`src/rtl/gen_scheduler.sv`:
```
// Generation scheduler for an 8x8 cellular grid: loads a seed, paces generations
// from a programmable tick, supports pause/single-step and halts on extinction or stability.
module gen_scheduler #(
    parameter int RATE_W = 4
) (
    input  logic              clk,
    input  logic              reset,
    input  logic              start,
    input  logic              pause,
    input  logic              step,
    input  logic [RATE_W-1:0] rate,
    input  logic [63:0]       seed,
    input  logic [63:0]       grid_next,
    output logic [63:0]       grid,
    output logic              step_en,
    output logic [15:0]       gen_count,
    output logic [2:0]        state,
    output logic              stable,
    output logic              extinct
);

    localparam logic [2:0] ST_IDLE  = 3'd0;
    localparam logic [2:0] ST_LOAD  = 3'd1;
    localparam logic [2:0] ST_RUN   = 3'd2;
    localparam logic [2:0] ST_PAUSE = 3'd3;
    localparam logic [2:0] ST_HALT  = 3'd4;

    logic [2:0]        state_q, state_d;
    logic [63:0]       grid_q, grid_d;
    logic [15:0]       gen_count_q, gen_count_d;
    logic [RATE_W-1:0] tick_q, tick_d;
    logic              stable_q, stable_d;
    logic              extinct_q, extinct_d;
    logic              apply_s;

    function automatic logic [15:0] sat_inc(input logic [15:0] v);
        if (v == 16'hFFFF) begin
            return 16'hFFFF;
        end else begin
            return v + 16'd1;
        end
    endfunction

    // Next-state, tick pacing and generation capture with halt detection
    always_comb begin
        state_d     = state_q;
        grid_d      = grid_q;
        gen_count_d = gen_count_q;
        tick_d      = tick_q;
        stable_d    = stable_q;
        extinct_d   = extinct_q;
        apply_s     = 1'b0;

        case (state_q)
            ST_IDLE: begin
                if (start) begin
                    state_d = ST_LOAD;
                end else begin
                    state_d = ST_IDLE;
                end
            end
            ST_LOAD: begin
                grid_d      = seed;
                gen_count_d = 16'd0;
                tick_d      = '0;
                stable_d    = 1'b0;
                extinct_d   = 1'b0;
                if (pause) begin
                    state_d = ST_PAUSE;
                end else begin
                    state_d = ST_RUN;
                end
            end
            ST_RUN: begin
                if (start) begin
                    state_d = ST_LOAD;
                end else if (pause) begin
                    state_d = ST_PAUSE;
                end else if (tick_q == rate) begin
                    tick_d  = '0;
                    apply_s = 1'b1;
                end else begin
                    // Free-running wrap lets a lowered rate catch up through the maximum
                    tick_d = tick_q + {{(RATE_W-1){1'b0}}, 1'b1};
                end
            end
            ST_PAUSE: begin
                if (start) begin
                    state_d = ST_LOAD;
                end else begin
                    apply_s = step;
                    if (pause) begin
                        state_d = ST_PAUSE;
                    end else begin
                        state_d = ST_RUN;
                    end
                end
            end
            ST_HALT: begin
                if (start) begin
                    state_d = ST_LOAD;
                end else begin
                    state_d = ST_HALT;
                end
            end
            default: begin
                state_d = ST_IDLE;
            end
        endcase

        // The halting generation itself is still captured; extinction outranks stability
        if (apply_s) begin
            grid_d      = grid_next;
            gen_count_d = sat_inc(gen_count_q);
            if (grid_next == 64'd0) begin
                extinct_d = 1'b1;
                state_d   = ST_HALT;
            end else if (grid_next == grid_q) begin
                stable_d = 1'b1;
                state_d  = ST_HALT;
            end else begin
                state_d = state_d;
            end
        end else begin
            grid_d = grid_d;
        end
    end

    // State registers with asynchronous clear
    always_ff @(posedge clk or posedge reset) begin
        if (reset) begin
            state_q     <= ST_IDLE;
            grid_q      <= 64'd0;
            gen_count_q <= 16'd0;
            tick_q      <= '0;
            stable_q    <= 1'b0;
            extinct_q   <= 1'b0;
        end else begin
            state_q     <= state_d;
            grid_q      <= grid_d;
            gen_count_q <= gen_count_d;
            tick_q      <= tick_d;
            stable_q    <= stable_d;
            extinct_q   <= extinct_d;
        end
    end

    assign grid      = grid_q;
    assign step_en   = apply_s;
    assign gen_count = gen_count_q;
    assign state     = state_q;
    assign stable    = stable_q;
    assign extinct   = extinct_q;

endmodule

```
`config.mk`:
```
export PLATFORM = sky130hd
export DESIGN_NAME = gen_scheduler
export DESIGN_NICKNAME = d
export VERILOG_FILES = /design/src/rtl/gen_scheduler.sv
export SDC_FILE = /design/constraint.sdc
export NUM_CORES = 1
export LEC_CHECK = 0
export BUFFER_PORTS_ARGS = -buffer_cell sky130_fd_sc_hd__buf_2
export CELL_PAD_IN_SITES_DETAIL_PLACEMENT = 2
export CELL_PAD_IN_SITES_GLOBAL_PLACEMENT = 2
export CORE_MARGIN = 3
export CORE_UTILIZATION = 29
export CTS_CLUSTER_DIAMETER = 50
export CTS_CLUSTER_SIZE = 12
export DETAILED_ROUTE_END_ITERATION = 12
export PLACE_DENSITY = 0.87
export SYNTH_ARGS = -nofsm -noshare
export SYNTH_HDL_FRONTEND = slang
export SYNTH_SLANG_ARGS = --single-unit
```
`constraint.sdc`:
```
create_clock -name clk -period 2.7 [get_ports clk]
set_input_delay 0.135 -clock clk [delete_from_list [all_inputs] [get_ports clk]]
set_output_delay 0.135 -clock clk [all_outputs]
set_load 0.02 [all_outputs]
```
==> impl_metrics.toml, run 1 <==
[logic_synthesis]
synth_top_family_by_area = "compound AO/OA/AOI/OAI gates"
yosys.area_share.simple = 0.133
synthAdderAreaFrac = 0.00489
synth_compound_area_frac = 0.263
syn_inst = 471
yosys_warnings = 0
synth_edf_count = 0
yosysUniqueCellTypes = 44
synth_flop_cell = "dfrtp_1"
async_flop_share = 1.00
syn_nets = 610
avgSynthCellArea_sq_um = 10.9
synthXorXnorAreaFrac = 0.122
synth.mux.area_fraction = 0.00196
synth_area_sq_um = 5110
synth-seq-cells = 89
yosysSeqAreaShare = 0.436

[sta]
rsz0062_at_grt = "no"
timing.hold.ws_ns = 0.0912
worst_pin_slew_ns = 0.944
clock.fmax_mhz = 391
fin_crit_ns = 2.56
fin_skew_ns = 0.00613
period_share = 0.947
slew_headroom = 0.371
setup_violations = 0
hold_viol = 0
fin_setup_tns_ns = 0
final-max-slew-violation-count = 0

[placement]
gp_congestion = 0.852
port_buffers = 222
dp_hpwl_microns = 17400

[global_route]
grt_pass1_wl_microns = 34400
grt_pass1_vias = 5529
grt_start_max_net_pins = 66
grt-ovfl-total = 0
grt_usage = 0.229
antenna_found_initial = 0

[worst_setup_path]
cp.arrival_ns = 2.42
crit_path_end = "step_en"
critical_path_class = "reg2out"
worstReg2RegEnd = "grid[13]"
cp_cell_sequence = "nor3b_4, and2_4, a32oi_4, inv_6, buf_6, buf_2"
critical_path.slowest_cell = "dfrtp_1"
critPathLaunch = "state[2]"
crit_buf_inv = 3
worst-path-max-fanout = 44
rr_worst_depth = 6
slowest_delay_ns = 0.50
critPathTopFamily = "buffers and inverters"
rrSetupSlack_ns = 0.32
start_kind = "flop"
reg2reg_from = "state[1]"
crit_cells = 6
endpoint_kind = "output pin"
required_ns = 2.57

[detailed_routing]
routed_via_density = 5.52
wirelength_microns = 22400
drtIter0Drc = 332
ant_nets = 0
drtPass1Iterations = 4
drcViolationCount = 0
wl_per_cell_microns = 24.6
vias = 5026

[finish]
area_growth_pct = 30.1
seq_area_sq_um = 2230
nNetsFinal = 825
multi_input_area_sq_um = 2680
drive_gt1_frac = 0.365
n_antenna_cell = 0
n_fill_cell = 1864

[clock_network]
htree_levels = 3
cts_max_path_buffers = 2
clkSinkCount = 89
clk_latency_ns = 0.35
cts_tree = "built"
post_cts_buffers = 0
clk_pin_slew_ns = 0.07
cts_buffers = 9
root_buffer = "clkbuf_16"

[floorplanning]
dieArea_sq_um = 19300
initial_core_util = 0.302
core_sq_um = 16900
num_rows = 47
fp.dieW_microns = 139
chipHeight_microns = 139
io_pins = 223

[power]
p_leak_nw = 3.53
powerDensity_nw_per_um2 = 1130
ir_drop_v = 0.000467

[run_status]
outcome = "completed"

[run]
cap_viol_max_count = 0

[hold_path]
min_path_type = "in2reg"
## flip-flops by register name, summed over array words and instances (netlist names)
| register | flops |
|---|---|
| extinct | 1 |
| gen_count | 16 |
| grid | 64 |
| stable | 1 |
| state | 3 |
| tick_q | 4 |
## metal layers
| layer | global-route usage | vias up | wire length, microns |
|---|---|---|---|
| met1 | 0.286 | 2584 | 9170 |
| met3 | 0.0466 | 18 | 1300 |
| met5 | 0 | - | 0 |
| met4 | 0.0597 | 0 | 321 |
| met2 | 0.406 | 184 | 11600 |
| li1 | - | 2240 | - |
## cells by family after synthesis
kind of cell    after synthesis
compound gates              170
simple gates                110
flops                        89
xor+xnor                     71
buf+inv                      28
fa+ha+maj                     2
mux                           1
## report_power, final
group          leakage [nW]  internal [mW]  switching (mW)
combinational          2.28           1.50            2.35
clock                 0.125          0.627           0.582
sequential             1.12           1.87           0.607
total                  3.53           4.00            3.54
## cells in the mapped netlist (2+ instances only)
library cell  number  area share
dfrtp_1           89        0.44
xor2_1            70        0.12
a21o_1            67       0.098
a22o_1            64        0.11
nor4_1            36       0.044
nand2_1           15       0.011
a21oi_1           13       0.013
nor2_1            13      0.0095
nand4_1           11       0.013
nor3_1             9      0.0088
buf_4              7       0.010
buf_6              7       0.015
o21ai_0            7      0.0069
a211oi_1           6      0.0088
nand3_1            6      0.0059
buf_2              5      0.0049
and3_1             4      0.0049
and4_1             3      0.0051
clkbuf_1           3      0.0022
inv_1              3      0.0022
or4_1              3      0.0044
a311oi_1           2      0.0034
a31oi_1            2      0.0024
a41oi_1            2      0.0034
ha_1               2      0.0049
nand3b_1           2      0.0029
nor3b_4            2      0.0073
nor4b_1            2      0.0034
## worst min-delay path by stage
stage | from | depth (start not counted) | slack (ns) | endpoint
after floorplan | start | 2 | 0.34 | state[0]
after global placement | reset | 2 | 0.17 | grid[54]
after detailed placement | reset | 2 | 0.18 | grid[54]
after CTS | seed[41] | 3 | 0.08 | grid[41]
after global routing | seed[50] | 3 | 0.09 | grid[50]
final | seed[35] | 3 | 0.09 | grid[35]
## what timing repair did
| item | in CTS | in global routing |
|---|---|---|
| hold buffers | 1 | 0 |
| endpoints found under the setup margin | 1 | 0 |
| gates resized for setup | 1 | 0 |
| endpoints found under the hold margin | 24 | 0 |
## worst register-to-register path, cell delays in order (launching register included)
cell	delay [ns]
dfrtp_1	0.46
nor3b_4	0.21
and2_4	0.18
a32oi_4	0.23
inv_6	0.20
nor2_8	0.74
a21o_1	0.29
## cell usage in the layout (no fill, tap or decap), types with 2 or more instances in the layout
cell | Yosys | layout
buf_2 | 5 | 222
dfrtp_1 | 89 | 89
xor2_1 | 70 | 70
a21o_1 | 67 | 67
a22o_1 | 64 | 64
nor4_1 | 36 | 36
nand2_1 | 15 | 15
nor2_1 | 13 | 13
a21oi_1 | 13 | 13
nand4_1 | 11 | 11
nor3_1 | 9 | 9
clkbuf_16 | 0 | 9
o21ai_0 | 7 | 7
nand3_1 | 6 | 6
a211oi_1 | 6 | 6
and3_1 | 4 | 4
and4_1 | 3 | 3
or4_1 | 3 | 3
clkinvlp_4 | 0 | 3
buf_4 | 7 | 3
nor3b_4 | 2 | 2
nor4b_1 | 2 | 2
inv_1 | 3 | 2
nand3b_1 | 2 | 2
a311oi_1 | 2 | 2
a41oi_1 | 2 | 2
a31oi_1 | 2 | 2
clkinv_2 | 0 | 2
ha_1 | 2 | 2
clkinv_4 | 0 | 2
## layout make-up
type | instances | share of cell area
multi-input combinational | 354 | 0.403
sequential | 89 | 0.335
timing repair buffer | 228 | 0.177
tap | 220 | 0.0414
clock buffer | 10 | 0.0344
clock inverter | 6 | 0.00677
inverter | 4 | 0.00320
## through the flow
stage	util	instance area, sq um	total power [mW]	worst slack, ns	cells
3_3_place_gp	0.376	6360	6.15	0.411	894
4_1_cts	0.393	6650	7.63	0.114	911
2_1_floorplan	-	5110	4.92	0.258	471
6_report	0.393	6650	7.54	0.143	911
5_1_grt	0.393	6650	8.01	0.00437	911
3_5_place_dp	0.376	6360	6.38	0.304	894
Note: power is estimated with default switching activity, not from simulation.
==> run 2: changes to the inputs <==
PLACE_DENSITY = unset   (was 0.87)
PLACE_DENSITY_LB_ADDON = 0.1   (was unset)
==> impl_metrics.toml, run 2 (synthesis gave the netlist of run 1 again) <==
[sta]
setup_violations = 0
hold_viol = 0
final-max-slew-violation-count = 0
fin_crit_ns = 2.30
worst_pin_slew_ns = 0.964
rsz0062_at_grt = "no"
fin_skew_ns = 0.00411
fin_setup_tns_ns = 0
period_share = 0.852
clock.fmax_mhz = 435
slew_headroom = 0.357

[clock_network]
cts_tree = "built"
clkSinkCount = 89
cts_max_path_buffers = 2
root_buffer = "clkbuf_16"
clk_pin_slew_ns = 0.07
post_cts_resized = 0
cts_buffers = 9
post_cts_buffers = 0
clk_latency_ns = 0.35
cts_hold_buf = 1
htree_levels = 3

[global_route]
grt_pass1_wl_microns = 34500
grt_start_max_net_pins = 65
grt-ovfl-total = 0
grt_usage = 0.227
grt_pass1_vias = 5603
antenna_found_initial = 1

[finish]
largest_reg_flops = 64
nNetsFinal = 827
final_common_cell = "buf_2"
layout_common_cells = "222 x buf_2, 89 x dfrtp_1, 70 x xor2_1"
n_antenna_cell = 0
stdcell_area_sq_um = 6720
drive_gt1_frac = 0.365
area_growth_pct = 31.5
n_fill_cell = 1864

[worst_setup_path]
start_kind = "flop"
critical_path_class = "reg2reg"
cp.arrival_ns = 2.58
worst-path-max-fanout = 64
required_ns = 2.98
endpoint_kind = "flop"

[placement]
post_dp_cell_area_sq_um = 6390
port_buffers = 222
dp_hpwl_microns = 16800
gp_congestion = 0.802

[run]
cap_viol_max_count = 0

[detailed_routing]
wl_per_cell_microns = 23.9
drcViolationCount = 0
wirelength_microns = 21700
ant_nets = 0
vias = 4924
routed_via_density = 5.41
drtIter0Drc = 184
drtPass1Iterations = 4

[power]
p_leak_nw = 3.57
ir_drop_v = 0.000493
powerDensity_nw_per_um2 = 1150
power_mw = 7.70

[floorplanning]
initial_core_util = 0.302
fp.dieW_microns = 139
chipHeight_microns = 139
core_sq_um = 16900
num_rows = 47
dieArea_sq_um = 19300
io_pins = 223

[hold_path]
min_path_type = "in2reg"

[run_status]
outcome = "completed"
## run 2: cell types whose count changed in the layout (fill, tap and decap cells not counted)
cell / change
bufinv_16: +3
clkinvlp_4: -3
buf_4: +2
clkinv_4: -2
buf_12: +1
buf_6: -1
clkbuf_1: -1
clkinv_2: -1
inv_4: +1
## run 2: path summary, 6_finish.rpt
| path | from | slack [ns] | cells after the start | end |
|---|---|---|---|---|
| max reg2reg | tick_q[1] | 0.40 | 6 | grid[25] |
| max | tick_q[1] | 0.40 | 6 | grid[25] |
| min | seed[32] | 0.09 | 3 | grid[32] |
| min reg2reg | grid[39] | 0.52 | 1 | grid[39] |
| min in group asynchronous | reset | 0.38 | 3 | grid[58] |
| max in group asynchronous | reset | 1.61 | 4 | grid[39] |
## run 2: stage by stage
stage	setup slack [ns]	instances	utilization	hold slack [ns]
6_report	0.400	910	0.397	0.0858
4_1_cts	0.377	910	0.397	0.0769
3_5_place_dp	0.391	896	0.378	0.223
2_1_floorplan	0.258	471	-	0.336
3_3_place_gp	0.490	896	0.378	0.219
5_1_grt	0.227	910	0.397	0.0934
## run 2: report_power, final
group / internal [mW] / total [mW] / switching, mW
logic: 1.51 / 3.85 / 2.33
clock network: 0.888 / 1.43 / 0.539
registers: 1.87 / 2.43 / 0.553
## run 2: worst max-delay path, cell delays in order (launching register included)
cell and delay, ns:
dfrtp_1 0.42, xor2_1 0.30, nor4_4 0.09, a32oi_4 0.26, inv_6 0.14, nor2_8 0.71, a21o_1 0.23
## run 2: layer usage
layer,wire [microns],GRT usage,up-vias
met2,11100,0.396,151
met1,9190,0.293,2524
met5,8,0,-
met3,1230,0.0448,13
li1,-,-,2234
met4,156,0.0463,2
## run 2: area by class of cell
type | instances | area (sq um) | area share
inverters | 4 | 22.5 | 0.00335
well taps | 220 | 275 | 0.0409
clock buffers | 9 | 225 | 0.0335
flip-flops and latches | 89 | 2230 | 0.331
clock inverters | 4 | 95.1 | 0.0141
multi-input cells | 354 | 2680 | 0.399
repair buffers | 230 | 1200 | 0.178
